## src/rtl/pll_reset_sequencer.sv

```systemverilog
// Watches PLL lock and sequences system/peripheral reset release; retries the PLL on lock timeout.
module pll_reset_sequencer #(
  parameter int unsigned STABLE_CYCLES  = 1024,
  parameter int unsigned PERIPH_DELAY   = 256,
  parameter int unsigned LOCK_TIMEOUT   = 1048576,
  parameter int unsigned PLL_RST_CYCLES = 16,
  parameter int unsigned STAT_W         = 8
) (
  input  logic              clk,
  input  logic              rst_n,
  input  logic              pll_locked,
  output logic              pll_rst,
  output logic              sys_reset_n,
  output logic              periph_reset_n,
  output logic              ready,
  output logic [STAT_W-1:0] loss_count,
  output logic [STAT_W-1:0] retry_count
);

  localparam int unsigned MAX_A = (STABLE_CYCLES > PERIPH_DELAY) ? STABLE_CYCLES : PERIPH_DELAY;
  localparam int unsigned MAX_B = (LOCK_TIMEOUT > PLL_RST_CYCLES) ? LOCK_TIMEOUT : PLL_RST_CYCLES;
  localparam int unsigned MAX_P = (MAX_A > MAX_B) ? MAX_A : MAX_B;
  localparam int unsigned CNT_W = $clog2(MAX_P);

  localparam logic [CNT_W-1:0]  STABLE_END = CNT_W'(STABLE_CYCLES - 1);
  localparam logic [CNT_W-1:0]  PERIPH_END = CNT_W'(PERIPH_DELAY - 1);
  localparam logic [CNT_W-1:0]  LOCK_END   = CNT_W'(LOCK_TIMEOUT - 1);
  localparam logic [CNT_W-1:0]  PLLRST_END = CNT_W'(PLL_RST_CYCLES - 1);
  localparam logic [STAT_W-1:0] STAT_MAX   = '1;

  typedef enum logic [2:0] {
    S_WAIT,
    S_STABLE,
    S_SYS,
    S_RUN,
    S_LOST,
    S_PLLRST
  } state_t;

  state_t            state_q, state_d;
  logic [CNT_W-1:0]  cnt_q;
  logic              sync1_q, locked_s;
  logic              pll_rst_d, sys_reset_n_d, periph_reset_n_d, ready_d;
  logic [STAT_W-1:0] loss_d, retry_d;

  // Two-flop synchroniser for the asynchronous PLL lock signal.
  always_ff @(posedge clk or negedge rst_n) begin
    if (!rst_n) begin
      sync1_q  <= 1'b0;
      locked_s <= 1'b0;
    end else begin
      sync1_q  <= pll_locked;
      locked_s <= sync1_q;
    end
  end

  // Next state, next outputs and saturating statistics.
  always_comb begin
    state_d = state_q;
    loss_d  = loss_count;
    retry_d = retry_count;
    case (state_q)
      S_WAIT: begin
        if (locked_s) begin
          state_d = S_STABLE;
        end else if (cnt_q == LOCK_END) begin
          state_d = S_PLLRST;
          if (retry_count != STAT_MAX) retry_d = retry_count + STAT_W'(1);
        end
      end
      S_STABLE: begin
        if (!locked_s) state_d = S_WAIT;
        else if (cnt_q == STABLE_END) state_d = S_SYS;
      end
      S_SYS: begin
        if (!locked_s) state_d = S_LOST;
        else if (cnt_q == PERIPH_END) state_d = S_RUN;
      end
      S_RUN: begin
        if (!locked_s) state_d = S_LOST;
      end
      S_LOST: begin
        state_d = S_WAIT;
      end
      S_PLLRST: begin
        if (cnt_q == PLLRST_END) state_d = S_WAIT;
      end
      default: begin
        state_d = S_WAIT;
      end
    endcase
    if (state_d == S_LOST && state_q != S_LOST && loss_count != STAT_MAX) begin
      loss_d = loss_count + STAT_W'(1);
    end
    pll_rst_d        = (state_d == S_PLLRST);
    sys_reset_n_d    = (state_d == S_SYS) || (state_d == S_RUN);
    periph_reset_n_d = (state_d == S_RUN);
    ready_d          = (state_d == S_RUN);
  end

  // State, shared cycle counter and registered outputs, all on the transition edge.
  always_ff @(posedge clk or negedge rst_n) begin
    if (!rst_n) begin
      state_q        <= S_WAIT;
      cnt_q          <= '0;
      pll_rst        <= 1'b0;
      sys_reset_n    <= 1'b0;
      periph_reset_n <= 1'b0;
      ready          <= 1'b0;
      loss_count     <= '0;
      retry_count    <= '0;
    end else begin
      state_q        <= state_d;
      cnt_q          <= (state_d != state_q) ? '0 : cnt_q + CNT_W'(1);
      pll_rst        <= pll_rst_d;
      sys_reset_n    <= sys_reset_n_d;
      periph_reset_n <= periph_reset_n_d;
      ready          <= ready_d;
      loss_count     <= loss_d;
      retry_count    <= retry_d;
    end
  end

endmodule

```

## config.mk

```make
export PLATFORM = sky130hd
export DESIGN_NAME = pll_reset_sequencer
export DESIGN_NICKNAME = d
export VERILOG_FILES = /design/src/rtl/pll_reset_sequencer.sv
export SDC_FILE = /design/constraint.sdc
export NUM_CORES = 1
export LEC_CHECK = 0
export CAP_MARGIN = 20
export CELL_PAD_IN_SITES_DETAIL_PLACEMENT = 0
export CELL_PAD_IN_SITES_GLOBAL_PLACEMENT = 1
export CORE_MARGIN = 1
export CORE_UTILIZATION = 48
export DETAILED_ROUTE_END_ITERATION = 8
export PLACE_DENSITY_LB_ADDON = 0.1
export SLEW_MARGIN = 20
export SYNTH_ARGS = -nofsm -noshare
export SYNTH_HDL_FRONTEND = slang
export SYNTH_SLANG_ARGS = --single-unit
```

## constraint.sdc

```tcl
create_clock -name clk -period 6.9 [get_ports clk]
set_clock_uncertainty 0.1 [all_clocks]
set_input_delay 1.38 -clock clk [delete_from_list [all_inputs] [get_ports clk]]
set_output_delay 1.38 -clock clk [all_outputs]
set_load 0.03 [all_outputs]
```

==> results.sh <==
export IMPL_rr_worst_depth=7
export IMPL_min_to="locked_s"
export IMPL_grt_max_degree=45
export IMPL_cts_sinks=44
export IMPL_crit_buf_inv=1
export IMPL_dr_wl_met3_um=138
export IMPL_synth_top_family_by_area="simple AND/OR/NAND/NOR gates"
export IMPL_final_hold_viol_count=0
export IMPL_hold_path_depth=0
export IMPL_synth_compound_area_share_pct=12.9
export IMPL_slew_headroom_pct=37.6
export IMPL_p_total_uw=438
export IMPL_crit_family="buffers and inverters"
export IMPL_ctsResizeCount=0
export IMPL_p_sw_uw=104
export IMPL_crit_arrival_ns=1.47
export IMPL_dp_cells=268
export IMPL_die_height_um=69.9
export IMPL_clk_latency_ns=0.30
export IMPL_synth_area_leaders="dfrtp_1 50%, xor2_1 7.9%, a21oi_2 7.5%"
export IMPL_p_leak_nw=1.10
export IMPL_core_area_mm2=0.00438
export IMPL_cts_tree="yes"
export IMPL_num_vias=1583
export IMPL_power_clock_fraction_pct=35.4
export IMPL_synthAdderAreaFrac_pct=1.70
export IMPL_wl_met1_mm=2.05
export IMPL_cp_max_fo=6
export IMPL_worst_setup_path_type="reg -> out"
export IMPL_power_internal_uw=335
export IMPL_grt_util_all_layers_pct=19.5
export IMPL_place_area_mm2=0.00245
export IMPL_crit_slowest_cell="clkdlybuf4s50_1"
export IMPL_status="completed"
export IMPL_crit_chain="clkdlybuf4s50_1"
export IMPL_setup_tns_ns=0
export IMPL_drc=0
export IMPL_dr_wl_met2_mm=1.98
export IMPL_root_buffer="clkbuf_8"
export IMPL_cts_max_level=2
export IMPL_holdCritStartpoint="sync1_q"
export IMPL_layout_min_cycle_time_ns=2.95
export IMPL_max_stage_delay_ns=0.71
export IMPL_post_synth_top_count_cell="dfrtp_1"
export IMPL_numCtsBuffers=5
export IMPL_rrSetupSlack_ns=4.14
export IMPL_switching_share_pct=23.7
export IMPL_cts_max_path_buffers=2
export IMPL_cts_hold_fix_buffers=0
export IMPL_ys_warn_count=0
export IMPL_power_density_mw_per_mm2=172
export IMPL_synth_distinct_cells=41
export IMPL_ys_seq_elements=44
export IMPL_ir_drop_mv=0.0849
export IMPL_synth_main_ff_cell="dfrtp_1"
export IMPL_maxCapViolCount=0
export IMPL_syn_inst=200
export IMPL_critPathRequiredTime_ns=5.42
export IMPL_rows=24
export IMPL_die_area_mm2=0.00488
export IMPL_fin_area_mm2=0.00255
export IMPL_clkSlewWorstSetupHoldPaths_ns=0.09
export IMPL_synth_edff_count=0
export IMPL_worstSetupEndpointType="output pin"
export IMPL_setup_violations=0
export IMPL_port_buffers=22
export IMPL_drtIter0Drc=86
export IMPL_fmax_mhz=340
export IMPL_synth_nets=206
export IMPL_finish_net_count=231
export IMPL_insertedDiodeCount=0
export IMPL_ys_seq_area_share_pct=49.8
export IMPL_seq_power_share_pct=60.0
export IMPL_wl_per_cell_um=15.3
export IMPL_synth_top_area_cell="dfrtp_1"
export IMPL_synth_area_mm2=0.00221
export IMPL_viasPerCell=5.71
export IMPL_final_cells=277
export IMPL_avgSynthCellArea_um2=11.0
export IMPL_syn2layout_area_growth_pct=15.6
export IMPL_dp_hpwl_mm=2.83
export IMPL_post_cts_setup_buffers=0
export IMPL_multiInputGateArea_mm2=0.00105
export IMPL_start_util_pct=50.4
export IMPL_seq_area_mm2=0.00110
export IMPL_ios=23
export IMPL_rsz0062_at_grt="no"
export IMPL_synth_simple_area_share_pct=18.9
export IMPL_top_layer="met4"
export IMPL_antenna_found_initial=0
export IMPL_synth_xor_area_share_pct=12.3
export IMPL_totalWireLength_mm=4.23
export IMPL_period_share_pct=42.7
export IMPL_min_delay_path_class="reg -> reg"
export IMPL_slew_viol_final=0
export IMPL_async_flop_share_pct=100
export IMPL_n_fill_cell=382
export IMPL_synthDominantCellAreaShare_pct=49.8
export IMPL_reg2reg_from="cnt_q[17]"
export IMPL_reg2reg_to="cnt_q[17]"
export IMPL_die_x_um=69.9
export IMPL_worst_hold_slack_ns=0.255
export IMPL_postRouteAntennaNets=0
export IMPL_synthTopCellsByCount="44 x dfrtp_1, 20 x xor2_1, 19 x a21oi_2"
export IMPL_drive_gt1_share_pct=17.3
export IMPL_max_slew_worst_pin_slew_ns=0.936
export IMPL_muxShareOfSynthArea_pct=1.02
export IMPL_dr_pass1_iters=4
export IMPL_gr_total_overflow=0
export IMPL_globalplace_congestion=0.824
export IMPL_grt_pass1_wl_mm=7.47
export IMPL_grt_pass1_vias=1611
export IMPL_pwr_share_comb_pct=4.7
export IMPL_cp_start_kind="flop"
-- power by group through the flow --
stage	clock, mW	combinational (mW)	sequential (mW)
4_1_cts	0.161	0.0196	0.263
5_1_grt	0.173	0.0237	0.264
6_report	0.155	0.0204	0.263
3_5_place_dp	0	0.0195	0.268
3_3_place_gp	0	0.0187	0.268
2_1_floorplan	0	0.0130	0.267
-- state kept, by name, indices dropped and copies added, names as in the netlist --
signal	cells
pll_rst	1
state_q	3
locked_s	1
sys_reset_n	1
cnt_q	20
retry_count	8
sync1_q	1
ready	1
loss_count	8
-- worst max path at each step --
stage	to	start	slack (ns)	depth (start not counted)
finish	retry_count[2]	retry_count[2]	3.95	1
global route	retry_count[2]	retry_count[2]	3.88	1
CTS	cnt_q[3]	cnt_q[10]	3.85	5
detailed placement	cnt_q[3]	cnt_q[10]	3.87	5
global placement	cnt_q[15]	cnt_q[17]	4.00	5
floorplan	cnt_q[1]	cnt_q[17]	4.50	6
-- metal layers --
layer,vias up,track usage [%]
met2,32,29.7
met4,0,7.78
met3,4,5.19
li1,765,-
met1,782,26.5
met5,-,0
-- per-stage QoR --
stage	util [%]	setup slack (ns)
finish	58.3	3.95
global route	58.3	3.88
CTS	57.8	3.85
detailed placement	55.9	3.87
global placement	55.9	4.00
floorplan	-	4.50
-- cell type report --
type / instances / area share (%)
repair buffers: 24 / 9.30
inverters: 6 / 0.881
clock buffers: 5 / 2.69
multi-input cells: 144 / 41.0
flip-flops and latches: 44 / 43.1
well taps: 52 / 2.55
clock inverters: 2 / 0.490
-- placed cells by master, fill, tap and decap left out, types with 4 or more instances in the layout --
cell and n:
xnor2_1 11, dfrtp_1 44, nand4_1 10, clkdlybuf4s50_1 21
inv_1 6, clkbuf_8 5, nor2_1 12, nor3_1 9
xor2_1 20, nand3_1 11, a21oi_2 19, nor4_1 4
nand2_1 10
-- kinds of logic after synthesis --
| group | after synthesis |
|---|---|
| AND/OR/NAND/NOR | 74 |
| flip-flops | 44 |
| AO/OA/AOI/OAI | 34 |
| XOR/XNOR | 31 |
| buffers and inverters | 12 |
| adder cells (fa/ha/maj) | 3 |
| multiplexers | 2 |
Note: power is estimated with default switching activity, not from simulation.
